[src/rtl/coin_pkg.sv]
// Coin-code encoding, coin values and dispenser state set shared with the vending FSM.
package coin_pkg;

    localparam int unsigned COIN_W = 2;

    localparam logic [COIN_W-1:0] COIN_NONE = 2'b00;
    localparam logic [COIN_W-1:0] COIN_HALF = 2'b01;
    localparam logic [COIN_W-1:0] COIN_ONE  = 2'b10;
    localparam logic [COIN_W-1:0] COIN_RSVD = 2'b11;

    // Coin values in half-units
    localparam logic [1:0] VAL_HALF = 2'd1;
    localparam logic [1:0] VAL_ONE  = 2'd2;

    typedef enum logic [1:0] {
        ST_IDLE  = 2'd0,
        ST_DRIVE = 2'd1,
        ST_GAP   = 2'd2
    } coin_state_e;

    // Value in half-units carried by a coin code; NONE/RSVD carry nothing
    function automatic logic [1:0] coin_value(input logic [COIN_W-1:0] code);
        logic [1:0] v;
        v = 2'd0;
        if (code == COIN_ONE) begin
            v = VAL_ONE;
        end else if (code == COIN_HALF) begin
            v = VAL_HALF;
        end
        return v;
    endfunction

endpackage

[src/rtl/coin_frame_timer.sv]
// Loadable down-counter; terminal count when the count reaches zero.
module coin_frame_timer #(
    parameter int unsigned W = 1
) (
    input  logic         clk,
    input  logic         rst_n,
    input  logic         load_i,
    input  logic [W-1:0] load_val_i,
    input  logic         dec_i,
    output logic         tc_c_o
);

    logic [W-1:0] cnt_q;

    // Load has priority; decrement saturates at zero
    always_ff @(posedge clk or negedge rst_n) begin
        if (!rst_n) begin
            cnt_q <= '0;
        end else if (load_i) begin
            cnt_q <= load_val_i;
        end else if (dec_i && (cnt_q != '0)) begin
            cnt_q <= cnt_q - W'(1);
        end
    end

    assign tc_c_o = (cnt_q == '0);

endmodule

[src/rtl/coin_dispenser.sv]
// Emits an amount (in half-units) as a greedy, timed sequence of coin codes.
module coin_dispenser
    import coin_pkg::*;
#(
    parameter int unsigned AW   = 4,
    parameter int unsigned HOLD = 2,
    parameter int unsigned GAP  = 1
) (
    input  logic              Clk,
    input  logic              Reset,
    input  logic              Start,
    input  logic [AW-1:0]     Amount,
    input  logic              Abort,
    output logic [COIN_W-1:0] D_out,
    output logic              Busy,
    output logic              Done
);

    localparam int unsigned MAX_HG = (HOLD > GAP) ? HOLD : GAP;
    localparam int unsigned TW     = (MAX_HG > 1) ? $clog2(MAX_HG) : 1;
    localparam logic [TW-1:0] HOLD_LD = TW'(HOLD - 1);
    localparam logic [TW-1:0] GAP_LD  = TW'(GAP - 1);

    coin_state_e       state_q, state_d;
    logic [AW-1:0]     rem_q, rem_d;
    logic [COIN_W-1:0] dout_q, dout_d;
    logic              busy_q, busy_d;
    logic              done_q, done_d;

    logic              tmr_load;
    logic [TW-1:0]     tmr_val;
    logic              tmr_dec;
    logic              tmr_tc_c;

    // Largest coin that still fits in the given amount (amount must be non-zero)
    function automatic logic [COIN_W-1:0] pick_coin(input logic [AW-1:0] v);
        return (v >= AW'(2)) ? COIN_ONE : COIN_HALF;
    endfunction

    coin_frame_timer #(
        .W (TW)
    ) u_timer (
        .clk        (Clk),
        .rst_n      (Reset),
        .load_i     (tmr_load),
        .load_val_i (tmr_val),
        .dec_i      (tmr_dec),
        .tc_c_o     (tmr_tc_c)
    );

    // State and output registers
    always_ff @(posedge Clk or negedge Reset) begin
        if (!Reset) begin
            state_q <= ST_IDLE;
            rem_q   <= '0;
            dout_q  <= COIN_NONE;
            busy_q  <= 1'b0;
            done_q  <= 1'b0;
        end else begin
            state_q <= state_d;
            rem_q   <= rem_d;
            dout_q  <= dout_d;
            busy_q  <= busy_d;
            done_q  <= done_d;
        end
    end

    // Next-state and output logic; Abort overrides everything
    always_comb begin
        state_d  = state_q;
        rem_d    = rem_q;
        dout_d   = dout_q;
        busy_d   = busy_q;
        done_d   = 1'b0;
        tmr_load = 1'b0;
        tmr_val  = '0;
        tmr_dec  = 1'b0;

        if (Abort) begin
            state_d  = ST_IDLE;
            rem_d    = '0;
            dout_d   = COIN_NONE;
            busy_d   = 1'b0;
            tmr_load = 1'b1;
        end else begin
            unique case (state_q)
                ST_IDLE: begin
                    if (Start) begin
                        if (Amount != '0) begin
                            dout_d   = pick_coin(Amount);
                            rem_d    = Amount - AW'(coin_value(pick_coin(Amount)));
                            busy_d   = 1'b1;
                            state_d  = ST_DRIVE;
                            tmr_load = 1'b1;
                            tmr_val  = HOLD_LD;
                        end else begin
                            done_d = 1'b1;
                        end
                    end
                end
                ST_DRIVE: begin
                    if (tmr_tc_c) begin
                        dout_d   = COIN_NONE;
                        state_d  = ST_GAP;
                        tmr_load = 1'b1;
                        tmr_val  = GAP_LD;
                    end else begin
                        tmr_dec = 1'b1;
                    end
                end
                ST_GAP: begin
                    if (tmr_tc_c) begin
                        if (rem_q == '0) begin
                            busy_d  = 1'b0;
                            done_d  = 1'b1;
                            state_d = ST_IDLE;
                        end else begin
                            dout_d   = pick_coin(rem_q);
                            rem_d    = rem_q - AW'(coin_value(pick_coin(rem_q)));
                            state_d  = ST_DRIVE;
                            tmr_load = 1'b1;
                            tmr_val  = HOLD_LD;
                        end
                    end else begin
                        tmr_dec = 1'b1;
                    end
                end
                default: begin
                    state_d = ST_IDLE;
                    rem_d   = '0;
                    dout_d  = COIN_NONE;
                    busy_d  = 1'b0;
                end
            endcase
        end
    end

    assign D_out = dout_q;
    assign Busy  = busy_q;
    assign Done  = done_q;

endmodule

[config.mk]
export PLATFORM = sky130hd
export DESIGN_NAME = coin_dispenser
export DESIGN_NICKNAME = d
export VERILOG_FILES = /design/src/rtl/coin_pkg.sv /design/src/rtl/coin_frame_timer.sv /design/src/rtl/coin_dispenser.sv
export SDC_FILE = /design/constraint.sdc
export NUM_CORES = 1
export LEC_CHECK = 0
export ABC_AREA = 1
export CORE_UTILIZATION = 54
export CTS_CLUSTER_DIAMETER = 100
export DETAILED_ROUTE_END_ITERATION = 7
export HOLD_SLACK_MARGIN = 0.1
export MAX_ROUTING_LAYER = met4
export PLACE_DENSITY = 0.78
export SLEW_MARGIN = 20
export SYNTH_ARGS = -nofsm -noshare
export SYNTH_HDL_FRONTEND = slang
export SYNTH_SLANG_ARGS = --single-unit
[constraint.sdc]
create_clock -name Clk -period 2.1 [get_ports Clk]
set_clock_uncertainty 0.15 [all_clocks]
set_input_delay 0.42 -clock Clk [delete_from_list [all_inputs] [get_ports Clk]]
set_output_delay 0.42 -clock Clk [all_outputs]
set_load 0.1 [all_outputs]
==> summary.md <==
| Metric | Value |
|---|---|
| Post-synth top area cell | `dfrtp_1` |
| Vias/cell | `5.05` |
| Syn Nets | `147` |
| Final Power | `about 1.5 mW` |
| Fin worst setup slack | `~0.16 ns` |
| CP required | `around 2.1 ns` |
| Asr flop ratio synth | `1.00` |
| Post-route cell area | `about 0.0012 mm2` |
| Fill cells | `approximately 140` |
| First-pass GRT wire length | `roughly 3400 um` |
| Sw Share | `0.542` |
| Internal power | `between 600 and 700 uW` |
| Post-synth top cells | `nand2_1, inv_1, nand3_1` |
| Max Freq | `approximately 510 MHz` |
| RR Endpoint | `rem_q[1]$_DFFE_PN0P_` |
| Worst setup EP type | `flip-flop` |
| Detailed Route WL | `2160 um` |
| H-tree depth | `1` |
| Syn_area_per_cell | `approximately 7.6 um2` |
| Crit. path cell count | `9` |
| Drt pass-1 iters | `4` |
| Global route total overflow | `0` |
| Critical Path Max Stage Delay | `around 0.49 ns` |
| WHS | `between 0.3 and 0.4 ns` |
| Outcome | `finished clean` |
| Critical Path End | `rem_q[2]$_DFFE_PN0P_` |
| Critical path cell sequence | `clkdlybuf4s50_1, inv_1, ha_2, fa_2, or2_2, nand2_1, a21oi_1, nand2_1, nand2_1` |
| Largest net degree at the start of global routing | `12` |
| GP Congestion | `between 0.8 and 0.9` |
| Post-route minimum period | `a little under 2 ns` |
| P_sw | `about 820 uW` |
| Initial Utilization | `0.574` |
| Worst Setup SP | `Amount[0]` |
| P per Cell Area | `~1200 mW/mm2` |
| Crit path buf inv count | `2` |
| DIE AREA | `~0.0020 mm2` |
| GRT Total Usage | `0.248` |
| Crit Path Max Fanout | `2` |
| Antenna viol nets, final | `0` |
| CP delay by family, top | `buffers and inverters` |
| R2r worst-path depth | `8` |
| Syn Std Cell Area | `980 um2` |
| Register bit total from synthesis | `11` |
| VDD IR-drop max | `a little over 800 uV` |
| Most used cell, CP | `nand2_1` |
| Flop2flop setup slack | `0.18 ns` |
| Top post-synthesis cells by area | `dfrtp_1, nand2_1, ha_1` |
| Clock network fraction of total power | `0.099` |
| Root buf cell | `clkbuf_4` |
| Worst r2r src | `rem_q[2]$_DFFE_PN0P_` |
| Placed instance area | `between 0.001 and 0.0015 mm2` |
| Post-synth top flop | `dfrtp_1` |
| Top-count cell post-synth | `nand2_1` |
| # DRC | `0` |
| P_leak | `roughly 0.65 nW` |
| Cells after synthesis | `129` |
| Share of the synthesized area in the top cell type | `0.281` |
| Final period util | `0.925` |
| Share of total power in sequential cells | `0.229` |
| Antenna violations before repair | `0` |
| DIE HEIGHT | `roughly 45 um` |
| Yosys cell types | `24` |
| Clock buffer depth | `2` |
| Max-cap violation count | `0` |
| Die X | `44.6 um` |
| Final hold viol count | `0` |
| Area Overhead vs Synth | `26.4%` |
| FP Rows | `15` |
| DR WL/cell | `between 10 and 15 um` |
| Layout Nets | `roughly 170` |
| Port Buffers | `11` |
| CTS buffer count | `3` |
| Layout cells sized above 1 | `0.342` |
| Clock Pin Slew Worst Setup and Hold Paths | `approximately 0.07 ns` |
| CP Class | `in2reg` |
| Number of global-route vias before repair | `approximately 800` |
| Number of synthesized flops with an enable pin | `0` |
| Hold Crit Class | `in2async` |
| Diodes inserted | `0` |
| Post-DP HPWL | `1680 um` |
| Skew-Pair Late Insertion Delay | `0.28 ns` |
| Slew Viols, Final | `0` |
| CTS tree | `yes` |
| DRT iter0 DRCs | `9` |
| Relative slew slack | `0.650` |
| RSZ-0062 raised after global routing | `false` |
| Comb power frac | `0.672` |
| Total Neg Setup Slack | `0 ns` |
| Critical-path top delay cell | `clkdlybuf4s50_1` |
| Core Area | `0.00171 mm2` |
| Startpoint types | `input port` |
| Final setup fails | `0` |
| Vias | `roughly 910` |
| Crit path DAT | `just under 2 ns` |
| Post-Place Setup Slack | `-0.406 ns` |
| YS warnings | `0` |
| Seq/Total Area, Yosys | `0.281` |
| Num ports | `12` |
| Worst-margin pin slew | `around 0.52 ns` |
| Clock sink count | `11` |
==> power groups by stage <==
stage                     combinational [mW]  sequential [mW]  clock (mW)
after floorplan                        0.573            0.516           0
after global placement                 0.953            0.340           0
after CTS                              0.980            0.338       0.156
after detailed placement               0.978            0.342           0
final                                   1.02            0.347       0.150
after global routing                    1.13            0.358       0.163
==> state kept, by name (all words and copies together) (netlist names) <==
register	flops
Busy	1
state_q	2
rem_q	4
u_timer.cnt_q	1
D_out	2
Done	1
==> layout make-up <==
type | count | area [um2] | share of cell area
Inverter | 22 | 82.6 | 0.0667
Multi-Input combinational cell | 95 | 631 | 0.509
Sequential cell | 11 | 278 | 0.224
Tap cell | 25 | 31.3 | 0.0253
Clock buffer | 4 | 26.3 | 0.0212
Timing Repair Buffer | 23 | 190 | 0.154
==> metal layers <==
metal | vias up | part of all wire | global-route usage
met2 | 16 | 0.52 | 0.409
met4 | 0 | 0.013 | 0.0727
li1 | 463 | - | -
met1 | 426 | 0.43 | 0.300
met3 | 4 | 0.034 | 0.0612
met5 | - | 0 | -
==> logic make-up (layout without fill, tap and decap cells) <==
logic type	count (synthesis)	after routing	synth area share
simple gates	67	67	0.375
buf+inv	23	49	0.0958
compound gates	18	18	0.105
flops	11	11	0.281
fa+ha+maj	10	10	0.143
==> how the worst min path moves through the flow <==
stage | from | endpoint | slack (ns)
global route | D_out[0]$_DFFE_PN0P_ | D_out[0]$_DFFE_PN0P_ | 0.35
global placement | Busy$_DFFE_PN0P_ | Busy$_DFFE_PN0P_ | 0.31
detailed placement | D_out[0]$_DFFE_PN0P_ | D_out[0]$_DFFE_PN0P_ | 0.31
floorplan | Reset | Busy$_DFFE_PN0P_ | -0.03
finish | Reset | rem_q[0]$_DFFE_PN0P_ | 0.33
CTS | Busy$_DFFE_PN0P_ | Busy$_DFFE_PN0P_ | 0.33
==> placed cells by master, fill, tap and decap left out, drive strengths merged, types with 4 or more instances in the layout <==
master,synthesis,routed
nand3,14,14
clkdlybuf4s50,0,4
dfrtp,11,11
ha,8,8
buf,1,16
o21ai,9,9
clkbuf,0,4
nor2,14,14
inv,22,22
nand2,37,37
a21oi,6,6
==> what timing repair did <==
action	4_1_cts	5_1_grt
cloned	0	0
setup endpoints to repair	1	2
buffers inserted	0	3
pin swaps	0	2
hold buffers	0	0
gates resized for setup	3	12
hold endpoints to repair	0	0
==> stage by stage <==
step	util	cells
floorplan	-	129
global placement	0.684	173
detailed placement	0.684	173
CTS	0.699	177
global route	0.725	180
finish	0.725	180
(Power assumes the default switching activity.)
